==> src/rtl/branch_predictor_pkg.sv <==
// Shared types, counter encodings and the saturating-counter helper
// used by the fetch-stage branch predictor.
package bp_pkg;

    typedef logic [1:0] counter_t;

    localparam counter_t SNT = 2'd0;
    localparam counter_t WNT = 2'd1;
    localparam counter_t WT  = 2'd2;
    localparam counter_t ST  = 2'd3;

    // Tag is held at full word width; bits above the real tag stay zero.
    typedef struct packed {
        logic        valid;
        logic [31:0] tag;
        logic [31:0] target;
    } btb_entry_t;

    function automatic counter_t sat_update(input counter_t c, input logic taken);
        if (taken)
            return (c == ST) ? ST : counter_t'(c + 2'd1);
        else
            return (c == SNT) ? SNT : counter_t'(c - 2'd1);
    endfunction

endpackage

==> src/rtl/branch_target_buffer.sv <==
// Direct-mapped BTB: one combinational read port, one synchronous write
// port; only the valid bits are reset.
module branch_target_buffer
    import bp_pkg::*;
#(
    parameter int BTB_BITS = 4
) (
    input  logic        i_clk,
    input  logic        i_rst,
    input  logic [31:0] i_rd_pc,
    output logic        o_rd_hit,
    output logic [31:0] o_rd_target,
    input  logic        i_wr_en,
    input  logic [31:0] i_wr_pc,
    input  logic [31:0] i_wr_target
);

    localparam int DEPTH = 1 << BTB_BITS;

    logic [DEPTH-1:0]    r_valid;
    logic [31:0]         r_tag    [DEPTH];
    logic [31:0]         r_target [DEPTH];

    logic [BTB_BITS-1:0] w_rd_idx;
    logic [BTB_BITS-1:0] w_wr_idx;
    logic [31:0]         w_rd_tag;
    logic [31:0]         w_wr_tag;
    btb_entry_t          w_rd_entry;

    assign w_rd_idx = i_rd_pc[BTB_BITS+1:2];
    assign w_wr_idx = i_wr_pc[BTB_BITS+1:2];
    assign w_rd_tag = i_rd_pc >> (BTB_BITS + 2);
    assign w_wr_tag = i_wr_pc >> (BTB_BITS + 2);

    assign w_rd_entry.valid  = r_valid[w_rd_idx];
    assign w_rd_entry.tag    = r_tag[w_rd_idx];
    assign w_rd_entry.target = r_target[w_rd_idx];

    assign o_rd_hit    = w_rd_entry.valid && (w_rd_entry.tag == w_rd_tag);
    assign o_rd_target = w_rd_entry.target;

    always_ff @(posedge i_clk or posedge i_rst) begin
        if (i_rst)
            r_valid <= '0;
        else if (i_wr_en)
            r_valid[w_wr_idx] <= 1'b1;
    end

    // Payload is qualified by valid, so it needs no reset.
    always_ff @(posedge i_clk) begin
        if (i_wr_en) begin
            r_tag[w_wr_idx]    <= w_wr_tag;
            r_target[w_wr_idx] <= i_wr_target;
        end
    end

endmodule

==> src/rtl/branch_predictor.sv <==
// Fetch-stage predictor: BTB + 2-bit PHT lookup, Decode-stage miss
// detection against resolved branches, and branch/miss counters.
module branch_predictor
    import bp_pkg::*;
#(
    parameter int PHT_BITS = 6,
    parameter int BTB_BITS = 4
) (
    input  logic        clk_i,
    input  logic        rst_i,
    input  logic [31:0] pc_f_i,
    output logic        predict_taken_f_o,
    output logic [31:0] predict_pc_f_o,
    input  logic        stall_d_i,
    input  logic        flush_d_i,
    input  logic [31:0] pc_d_i,
    input  logic        branch_d_i,
    input  logic        pc_src_d_i,
    input  logic [31:0] pc_branch_d_i,
    output logic        predict_miss_o,
    output logic [31:0] recover_pc_o,
    output logic [31:0] branch_count_o,
    output logic [31:0] miss_count_o
);

    localparam int PHT_DEPTH = 1 << PHT_BITS;

    counter_t [PHT_DEPTH-1:0] r_pht;

    logic                r_d_valid;
    logic                r_d_taken;
    logic [31:0]         r_d_target;
    logic [PHT_BITS-1:0] r_d_pht_idx;
    logic [31:0]         r_branch_count;
    logic [31:0]         r_miss_count;

    logic [PHT_BITS-1:0] w_f_pht_idx;
    logic                w_btb_hit;
    logic [31:0]         w_btb_target;
    logic                w_f_taken;
    logic                w_miss;
    logic                w_update;
    logic                w_btb_wr;
    logic [31:0]         w_recover;

    assign w_f_pht_idx = pc_f_i[PHT_BITS+1:2];

    branch_target_buffer #(
        .BTB_BITS (BTB_BITS)
    ) u_btb (
        .i_clk       (clk_i),
        .i_rst       (rst_i),
        .i_rd_pc     (pc_f_i),
        .o_rd_hit    (w_btb_hit),
        .o_rd_target (w_btb_target),
        .i_wr_en     (w_btb_wr),
        .i_wr_pc     (pc_d_i),
        .i_wr_target (pc_branch_d_i)
    );

    assign w_f_taken         = w_btb_hit && r_pht[w_f_pht_idx][1];
    assign predict_taken_f_o = w_f_taken;
    assign predict_pc_f_o    = w_f_taken ? w_btb_target : 32'd0;

    // A taken prediction on a non-branch is also a miss.
    always_comb begin
        w_miss = 1'b0;
        if (r_d_valid) begin
            if (branch_d_i)
                w_miss = (r_d_taken != pc_src_d_i) ||
                         (r_d_taken && pc_src_d_i && (r_d_target != pc_branch_d_i));
            else
                w_miss = r_d_taken;
        end
    end

    assign w_recover      = (branch_d_i && pc_src_d_i) ? pc_branch_d_i : pc_d_i + 32'd4;
    assign predict_miss_o = w_miss;
    assign recover_pc_o   = w_miss ? w_recover : 32'd0;

    assign w_update = r_d_valid && branch_d_i && !stall_d_i;
    assign w_btb_wr = w_update && pc_src_d_i;

    always_ff @(posedge clk_i or posedge rst_i) begin
        if (rst_i) begin
            for (int i = 0; i < PHT_DEPTH; i++)
                r_pht[i] <= WNT;
        end else if (w_update) begin
            r_pht[r_d_pht_idx] <= sat_update(r_pht[r_d_pht_idx], pc_src_d_i);
        end
    end

    always_ff @(posedge clk_i or posedge rst_i) begin
        if (rst_i) begin
            r_d_valid   <= 1'b0;
            r_d_taken   <= 1'b0;
            r_d_target  <= '0;
            r_d_pht_idx <= '0;
        end else if (!stall_d_i) begin
            if (flush_d_i) begin
                r_d_valid <= 1'b0;
            end else begin
                r_d_valid   <= 1'b1;
                r_d_taken   <= w_f_taken;
                r_d_target  <= predict_pc_f_o;
                r_d_pht_idx <= w_f_pht_idx;
            end
        end
    end

    always_ff @(posedge clk_i or posedge rst_i) begin
        if (rst_i) begin
            r_branch_count <= '0;
            r_miss_count   <= '0;
        end else if (!stall_d_i) begin
            if (w_update)
                r_branch_count <= r_branch_count + 32'd1;
            if (w_miss)
                r_miss_count <= r_miss_count + 32'd1;
        end
    end

    assign branch_count_o = r_branch_count;
    assign miss_count_o   = r_miss_count;

endmodule

==> config.mk <==
export PLATFORM = sky130hd
export DESIGN_NAME = branch_predictor
export DESIGN_NICKNAME = d
export VERILOG_FILES = /design/src/rtl/branch_predictor_pkg.sv /design/src/rtl/branch_target_buffer.sv /design/src/rtl/branch_predictor.sv
export SDC_FILE = /design/constraint.sdc
export NUM_CORES = 1
export LEC_CHECK = 0
export BUFFER_PORTS_ARGS = -buffer_cell sky130_fd_sc_hd__buf_2
export CAP_MARGIN = 20
export CORE_MARGIN = 4
export CORE_UTILIZATION = 60
export CTS_BUF_LIST = sky130_fd_sc_hd__clkbuf_4
export CTS_CLUSTER_DIAMETER = 60
export DETAILED_ROUTE_END_ITERATION = 10
export PLACE_DENSITY_LB_ADDON = 0.25
export SYNTH_ARGS = -nofsm -noshare
export SYNTH_HDL_FRONTEND = slang
export SYNTH_SLANG_ARGS = --single-unit
export TNS_END_PERCENT = 1
==> constraint.sdc <==
create_clock -name clk_i -period 10.9 [get_ports clk_i]
set_clock_uncertainty 0.05 [all_clocks]
set_input_delay 1.635 -clock clk_i [delete_from_list [all_inputs] [get_ports clk_i]]
set_output_delay 1.635 -clock clk_i [all_outputs]
set_load 0.005 [all_outputs]
==> qor.yml <==
outcome: "completed"
clkLatencyLatePin_ps: 1150
critPathRequiredTime_ps: 9220
compound_gate_portion_of_the_synthesized_area: 0.03262
detailed_place_hpwl_um: 73330
syn-instance-count: 2751
clkSlewWorstSetupHoldPaths_ps: 50
crit_family: "buffers and inverters"
postSynth.topFlopCell: "edfxtp_1"
clockRootBuffer: "clkbuf_4"
worstSetupPathType: "input port to output port"
synth-simple-area-share: 0.05484
asyncSetResetFlopFracSynth: 0.2109
cp.arrival_ps: 6050
weighted_congestion_reported_at_the_end_of_routability_driven_placement: 0.8539
ir_drop_uv: 105.0
cts_hold_buffers_added: 0
final.period_utilization: 0.7100
worstHoldPathType: "register to register"
final_util: 0.6840
drtPass1Iterations: 5
cap_viol_max_count: 0
drv_slew: 0
worst_path_max_delay_cell: "buf_4"
area_delta_synth_final_pct: 12.77
floorplan.core_area_um2: 80680
synth_adder_area_share: 0.002199
synth-xor-area-share: 0.02792
grt_max_degree: 109
crit_path_cell_chain: "buf_8, buf_4, mux4_2, mux4_2, xnor2_1, o31ai_1, a211oi_2, nand4_1, nor4_4, buf_4, and2_1, buf_2"
finalHoldViolCount: 0
cts_made_buffers: 313
floorplan.initialDensity: 0.6066
htree_num_levels: 5
grt_first_pass_wirelength_um: 187800
most_common_cell_after_layout_fill_and_taps_aside: "edfxtp_1"
finalSetupViolations: 0
global_route_usage_over_all_layers: 0.2970
floorplan.die_area_um2: 86200
yosys_warnings: 0
worst_pin_slew_ps: 1167
cp_max_fo: 64
post_drt_via_cell_ratio: 6.495
fmax_ghz: 0.1292
largest_family_of_logic_cells_by_synthesized_area: "multiplexers"
post_synth_num_cell_types: 68
port-buffer-count: 229
route.antenna.remaining_nets: 0
rsz0062_at_grt: "no"
grt_antenna_before_repair: 15
max-clock-path-buffers: 4
number_of_resized_instances_in_the_post_cts_repair_step: 0
finalSetupTns_ps: 0
leakage_power_of_the_design_nw: 20.06
startpoint_type: "input port"
period_minus_slack_ps: 7739
yosys_register_bits: 1176
placementRows: 104
timing.reg2reg.setup_slack_ps: 6760
fin_nets: 3307
die_height_um: 293.6
cts_sinks: 1176
first_iter_violations: 3476
wirelength_um: 127300
post_drt_wl_per_cell_um: 28.37
die_width_um: 293.6
cp_slowest_stage_delay_ps: 840
synth.yosys.seq_area_share: 0.6979
syn_area_um2: 48940
cts_setup_buffers: 0
detail_route.drc_violations: 0
synthMuxAreaShare: 0.1677
route.vias.total: 29150
power_density_nw_per_um2: 169.6
critPathBufInv: 4
first_global_vias: 29760
final.fill_count: 5208
tritoncts: "done"
critPathCaptureType: "output port"
synthesis.area_per_instance_um2: 17.79
mappedNetlistNets: 2860
synth_enable_flop_cells: 928
slew_headroom: 0.2200
floorplan.io_pins: 232
total_power_mw: 9.362
layout_common_cells: "928 x edfxtp_1, 479 x clkbuf_4, 255 x mux4_2"
grt_overflow: 0
post_route_cells_drive_above_1_share: 0.3760
[registers in the layout (all words and copies together), names as in the netlist]
register and cells:
r_d_valid 1, u_btb.r_target 512, r_pht 128, branch_count_o 32, r_d_target 32, r_d_pht_idx 6
r_d_taken 1, u_btb.r_tag 416, miss_count_o 32, u_btb.r_valid 16
[layout make-up]
type	instances	area [um2]	area share
timing repair buffer	281	1618	0.02932
sequential	1176	34150	0.6189
multi-input combinational	1411	14130	0.2560
tap	1060	1326	0.02403
clock inverter	56	274.0	0.004965
inverter	15	65.06	0.001179
clock buffer	479	3596	0.06516
antenna	10	25.02	0.0004534
[final timing paths]
path,startpoint,endpoint,cells after the start
setup / recovery,pc_f_i[2],predict_pc_f_o[20],12
hold / removal,miss_count_o[31],miss_count_o[31],1
setup reg to reg,r_d_pht_idx[2],r_pht[89],9
hold reg to reg,miss_count_o[31],miss_count_o[31],1
max in group asynchronous,rst_i,r_d_target[15],3
min in group asynchronous,rst_i,branch_count_o[25],2
[through the flow]
step	hold slack (ps)	setup slack, ps	cells	instance area, um2
4_1_cts	419.4	3160	4475	55100
5_1_grt	434.3	2887	4481	55170
6_report	418.7	3161	4488	55190
2_1_floorplan	383.7	2506	2751	48940
3_3_place_gp	396.1	3289	3939	51220
3_5_place_dp	401.4	3177	3940	51230
[kinds of logic after synthesis]
family                     count (synthesis)
DFF                                     1176
and+or+nand+nor                          539
muxes                                    484
AOI/OAI and AO/OA                        223
buffers and inverters                    164
xor gates and xnor gates                 156
adders and majority gates                  9
[Yosys cell counts, drive strengths merged, types with 11 or more instances]
master	n	area (um2)
clkbuf	83	311.6
and2	46	287.8
a22o	23	201.4
nor2	132	495.5
inv	14	52.55
mux2i	91	910.9
a211oi	34	260.3
and3	14	87.58
a22oi	55	412.9
mux4	255	5743
a31oi	13	81.33
dfstp	64	1682
o21ai	43	215.2
mux2	138	1554
nor3	11	55.05
nand4	60	375.4
nand3	44	220.2
a21oi	12	60.06
nor4	14	102.6
dfrtp	184	4604
edfxtp	928	27870
a221oi	16	140.1
xnor2	73	639.4
xor2	83	727.0
nand2	144	540.5
or2	20	125.1
buf	66	454.2
[metal layers]
metal | up-vias | track usage | routed length, um | part of all wire
met1 | 14950 | 0.4185 | 48250 | 0.38
li1 | 12020 | - | - | -
met4 | 10 | 0.09776 | 3270 | 0.026
met2 | 1927 | 0.4614 | 61000 | 0.48
met3 | 238 | 0.08038 | 14740 | 0.12
met5 | - | 0 | 76 | 0.00060
[where the power goes]
group	switching [mW]	internal, mW	leakage (nW)
clock network	1.72	2.04	2.35
logic	0.392	0.233	6.18
registers	0.0547	4.92	11.5
No activity file was read; power rests on OpenSTA's default activity.
